**src/rtl/uart_tx.sv**
```systemverilog
// Purpose: 8N1 UART transmitter (LSB first) with a one-byte holding buffer for gapless back-to-back frames.
// Latency: TX drops to the start bit 1 cycle after trmt is accepted in IDLE; each bit lasts BAUD_DIV cycles.
// Backpressure: buf_full high means trmt is ignored and the offered byte is dropped; no stall is asserted upstream.
module uart_tx #(
   parameter int BAUD_DIV = 43,
   parameter int BAUD_W   = 6
) (
   input  logic       clk,
   input  logic       rst_n,
   input  logic       trmt,
   input  logic [7:0] tx_data,
   input  logic       clr_done,
   output logic       TX,
   output logic       busy,
   output logic       buf_full,
   output logic       tx_done
);

   localparam logic [0:0] IDLE = 1'b0;
   localparam logic [0:0] XMIT = 1'b1;

   localparam logic [BAUD_W-1:0] BAUD_LAST = BAUD_W'(BAUD_DIV - 1);

   logic [0:0]        state;
   logic [9:0]        shift_reg;
   logic [BAUD_W-1:0] baud_cnt;
   logic [3:0]        bit_cnt;
   logic [7:0]        buf_dat;

   logic shift_evt;
   logic frame_end;
   logic accept_idle;
   logic accept_xmit;
   logic load_direct;

   assign shift_evt   = (state == XMIT) && (baud_cnt == BAUD_LAST);
   assign frame_end   = shift_evt && (bit_cnt == 4'd9);
   assign accept_idle = (state == IDLE) && trmt;
   assign accept_xmit = (state == XMIT) && trmt && !buf_full;
   // A byte offered exactly on the frame-end edge with an empty buffer would
   // otherwise be stranded in the buffer while the FSM drops to IDLE, so it is
   // loaded straight into the shifter and transmission continues gaplessly.
   assign load_direct = accept_xmit && frame_end;

   // The shifter's LSB is the registered serial line; reset value is all ones.
   assign TX   = shift_reg[0];
   assign busy = (state == XMIT);

   // FSM, baud timing, bit counting and the output shift register.
   always_ff @(posedge clk or negedge rst_n) begin
      if (!rst_n) begin
         state     <= IDLE;
         shift_reg <= '1;
         baud_cnt  <= '0;
         bit_cnt   <= '0;
      end else if (state == IDLE) begin
         baud_cnt <= '0;
         bit_cnt  <= '0;
         if (trmt) begin
            shift_reg <= {1'b1, tx_data, 1'b0};
            state     <= XMIT;
         end
      end else begin
         if (shift_evt) begin
            baud_cnt <= '0;
            if (frame_end) begin
               bit_cnt <= '0;
               if (buf_full) begin
                  shift_reg <= {1'b1, buf_dat, 1'b0};
               end else if (load_direct) begin
                  shift_reg <= {1'b1, tx_data, 1'b0};
               end else begin
                  shift_reg <= {1'b1, shift_reg[9:1]};
                  state     <= IDLE;
               end
            end else begin
               bit_cnt   <= bit_cnt + 4'd1;
               shift_reg <= {1'b1, shift_reg[9:1]};
            end
         end else begin
            baud_cnt <= baud_cnt + BAUD_W'(1);
         end
      end
   end

   // Holding buffer: filled by a byte accepted mid-frame, drained at frame end.
   always_ff @(posedge clk or negedge rst_n) begin
      if (!rst_n) begin
         buf_full <= 1'b0;
         buf_dat  <= '0;
      end else if (frame_end && buf_full) begin
         buf_full <= 1'b0;
      end else if (accept_xmit && !frame_end) begin
         buf_dat  <= tx_data;
         buf_full <= 1'b1;
      end
   end

   // Sticky completion flag; a frame end in the same cycle as a clear wins.
   always_ff @(posedge clk or negedge rst_n) begin
      if (!rst_n) begin
         tx_done <= 1'b0;
      end else if (frame_end) begin
         tx_done <= 1'b1;
      end else if (clr_done || accept_idle) begin
         tx_done <= 1'b0;
      end
   end

endmodule

```
**config.mk**
```make
export PLATFORM = sky130hd
export DESIGN_NAME = uart_tx
export DESIGN_NICKNAME = d
export VERILOG_FILES = /design/src/rtl/uart_tx.sv
export SDC_FILE = /design/constraint.sdc
export NUM_CORES = 1
export LEC_CHECK = 0
export ABC_AREA = 1
export CAP_MARGIN = 15
export CORE_ASPECT_RATIO = 0.5
export CORE_MARGIN = 2
export CORE_UTILIZATION = 64
export DETAILED_ROUTE_END_ITERATION = 16
export DONT_BUFFER_PORTS = 1
export PLACE_DENSITY = 0.8
export SLEW_MARGIN = 20
export SYNTH_ARGS = -nofsm -noshare
export SYNTH_HDL_FRONTEND = slang
export SYNTH_SLANG_ARGS = --single-unit
```
**constraint.sdc**
```tcl
create_clock -name clk -period 2.95 [get_ports clk]
set_clock_uncertainty 0.05 [all_clocks]
set_input_delay 0.4425 -clock clk [delete_from_list [all_inputs] [get_ports clk]]
set_output_delay 0.4425 -clock clk [all_outputs]
set_load 0.005 [all_outputs]
```
==> results.sh <==
export IMPL_synth_xor_area_share=0.00974
export IMPL_drt_wl_total_um=3850
export IMPL_worstSetupStartpointType="flip-flop"
export IMPL_grt_ovfl_total=0
export IMPL_most_common_layout_cells="nand2_1 (71), nor2_1 (36), inv_1 (34)"
export IMPL_start_util=0.683
export IMPL_syn_avg_cell_area_um2=7.56
export IMPL_slew_headroom=0.554
export IMPL_power_frac_seq=0.499
export IMPL_grt_max_degree=31
export IMPL_layout_cells_most_common="nand2_1"
export IMPL_max_freq_mhz=485
export IMPL_fillers=217
export IMPL_grt_pass1_wl_um=6570
export IMPL_nets=260
export IMPL_synth_nets=254
export IMPL_largest_register_ffs=9
export IMPL_drv_slew=0
export IMPL_stdcell_count=282
export IMPL_cts_max_level=2
export IMPL_fin_tns_setup_ps=0
export IMPL_muxShareOfSynthArea=0
export IMPL_grt_antenna_before_repair=0
export IMPL_place_area_mm2=0.00181
export IMPL_power_mw=0.888
export IMPL_wl_per_cell_um=13.7
export IMPL_crit_arrival_ps=2230
export IMPL_final_antenna_net_count=0
export IMPL_ys_warn_count=0
export IMPL_post_cts_buffers=0
export IMPL_core_area_mm2=0.00264
export IMPL_avgViaCountPerCell=5.33
export IMPL_p_int_mw=0.689
export IMPL_ctsResizeCount=0
export IMPL_switchingPower_mw=0.200
export IMPL_route_detailed_drc=0
export IMPL_ys_ff_latch=30
export IMPL_die_area_mm2=0.00328
export IMPL_ys_seq_area_frac=0.424
export IMPL_pwr_share_clk=0.442
export IMPL_globalplace_congestion=0.881
export IMPL_power_frac_comb=0.059
export IMPL_synthAdderAreaFrac=0.0278
export IMPL_die_x_um=79.0
export IMPL_netlist_area_mm2=0.00180
export IMPL_layout_drive_gt1_share=0.163
export IMPL_hold_path_class="primary input to flip-flop"
export IMPL_cts_root_buffer="clkbuf_8"
export IMPL_antenna_cells=0
export IMPL_area_delta_synth_final_pct=8.48
export IMPL_rows=13
export IMPL_die_h_um=41.5
export IMPL_drt_pass1_iterations=4
export IMPL_dp_cells=272
export IMPL_p_leak_nw=1.01
export IMPL_post_route_period_util=0.699
export IMPL_setup_viol=0
export IMPL_yosys_area_share_simple=0.350
export IMPL_switching_share=0.225
export IMPL_clock_sinks=30
export IMPL_clk_pin_slew_ps=60
export IMPL_endpoint_kind="flip-flop"
export IMPL_ioPinCount=16
export IMPL_numPortBuffers=0
export IMPL_peakVddDrop_uv=272
export IMPL_design_area_mm2=0.00195
export IMPL_cts_buffers_inserted=5
export IMPL_grt_pass1_vias=1424
export IMPL_drv_cap=0
export IMPL_clk_path_buf_depth=2
export IMPL_ys_types=29
export IMPL_postCtsHoldBufs=2
export IMPL_hold_viol=0
export IMPL_dpl_hpwl_um=2520
export IMPL_clk_latency_ps=280
export IMPL_status="complete, no violations"
export IMPL_synth_top_family_by_area="simple AND/OR/NAND/NOR gates"
export IMPL_rsz0062_at_grt="false"
export IMPL_tightest_slew_ps=668
export IMPL_period_needed_ps=2060
export IMPL_track_usage=0.261
export IMPL_initialDrtViolationCount=112
export IMPL_dr_total_vias=1503
export IMPL_crit_fanout=11
export IMPL_syn_inst=238
export IMPL_crit_type="flip-flop to flip-flop"
export IMPL_synth_compound_area_frac=0.0848
export IMPL_cellPowerDensity_mw_per_mm2=455
export IMPL_tritoncts="yes"
export IMPL_critical_path_required_ps=3120
## cell usage after synthesis
master / number / area [um^2]
nand3_1: 4 / 20.0
o21ai_1: 2 / 10.0
o32ai_1: 1 / 8.76
a21oi_1: 11 / 55.1
ha_1: 4 / 50.1
nand4_1: 5 / 31.3
dfstp_2: 9 / 236
xor2_1: 2 / 17.5
buf_6: 3 / 33.8
nor2_4: 2 / 22.5
nand4_2: 1 / 12.5
inv_1: 34 / 128
inv_2: 5 / 18.8
nor2_1: 36 / 135
o31ai_1: 3 / 22.5
nand3_4: 1 / 17.5
o21ai_0: 8 / 40.0
nand4_4: 2 / 42.5
dfrtp_1: 21 / 526
nand2_1: 71 / 267
nor3_4: 1 / 16.3
nand2_2: 1 / 6.26
nor2_2: 2 / 12.5
or2_2: 4 / 25.0
o211ai_1: 1 / 7.51
buf_4: 1 / 7.51
nand2_4: 1 / 11.3
nand3_2: 1 / 10.0
a22o_1: 1 / 8.76
## power groups by stage
| stage | combinational, mW | clock [mW] | sequential [mW] |
|---|---|---|---|
| 6_report | 0.0522 | 0.393 | 0.443 |
| 3_5_place_dp | 0.0397 | 0 | 0.450 |
| 4_1_cts | 0.0526 | 0.395 | 0.443 |
| 3_3_place_gp | 0.0383 | 0 | 0.450 |
| 5_1_grt | 0.0626 | 0.414 | 0.446 |
| 2_1_floorplan | 0.0335 | 0 | 0.448 |
## per-stage QoR
stage	utilization	hold WS (ps)	worst slack, ps
after floorplan	-	96.9	1400
after global placement	0.688	97.6	1100
after detailed placement	0.688	97.6	990
after CTS	0.741	210	904
after global routing	0.741	213	721
final	0.741	209	888
## final timing paths
path | slack, ps | endpoint | depth (start not counted) | start
worst max register to register | 890 | shift_reg[2] | 11 | bit_cnt[1]
max in group asynchronous | 2040 | shift_reg[2] | 2 | rst_n
worst max-delay path | 890 | shift_reg[2] | 11 | bit_cnt[1]
worst min-delay path | 210 | tx_done | 1 | clr_done
worst min register to register | 430 | shift_reg[8] | 2 | shift_reg[8]
min in group asynchronous | 570 | tx_done | 2 | rst_n
## worst max-delay path, stage by stage (launching register included)
cell and delay (ps):
dfrtp_1 400, inv_1 100, ha_1 150, nand2_1 80, nor2_2 530, nand3_4 240
nand2_1 120, inv_1 50, nor2_1 110, nand2_1 70, nand2_1 60, nand2_1 50
## kinds of logic (layout without fill, tap and decap cells)
group	count (synthesis)	after routing
simple gates	132	132
buf+inv	43	50
flops	30	30
compound gates	27	27
fa+ha+maj	4	4
xor+xnor	2	2
## area by class of cell
type                    instances  area, um^2  share of cell area
clock buffers                   8         110              0.0564
inverters                      39         146              0.0750
multi-input cells             165         850               0.435
flip-flops and latches         30         762               0.390
well taps                      37        46.3              0.0237
repair buffers                  3        37.5              0.0192
## layer usage
layer / vias up / track usage / part of all wire
met4: 0 / 0.0690 / 0.015
met2: 49 / 0.390 / 0.45
met1: 694 / 0.370 / 0.45
met3: 10 / 0.0826 / 0.085
met5: - / 0 / 0
li1: 750 / - / -
No activity file was read; power rests on OpenSTA's default activity.
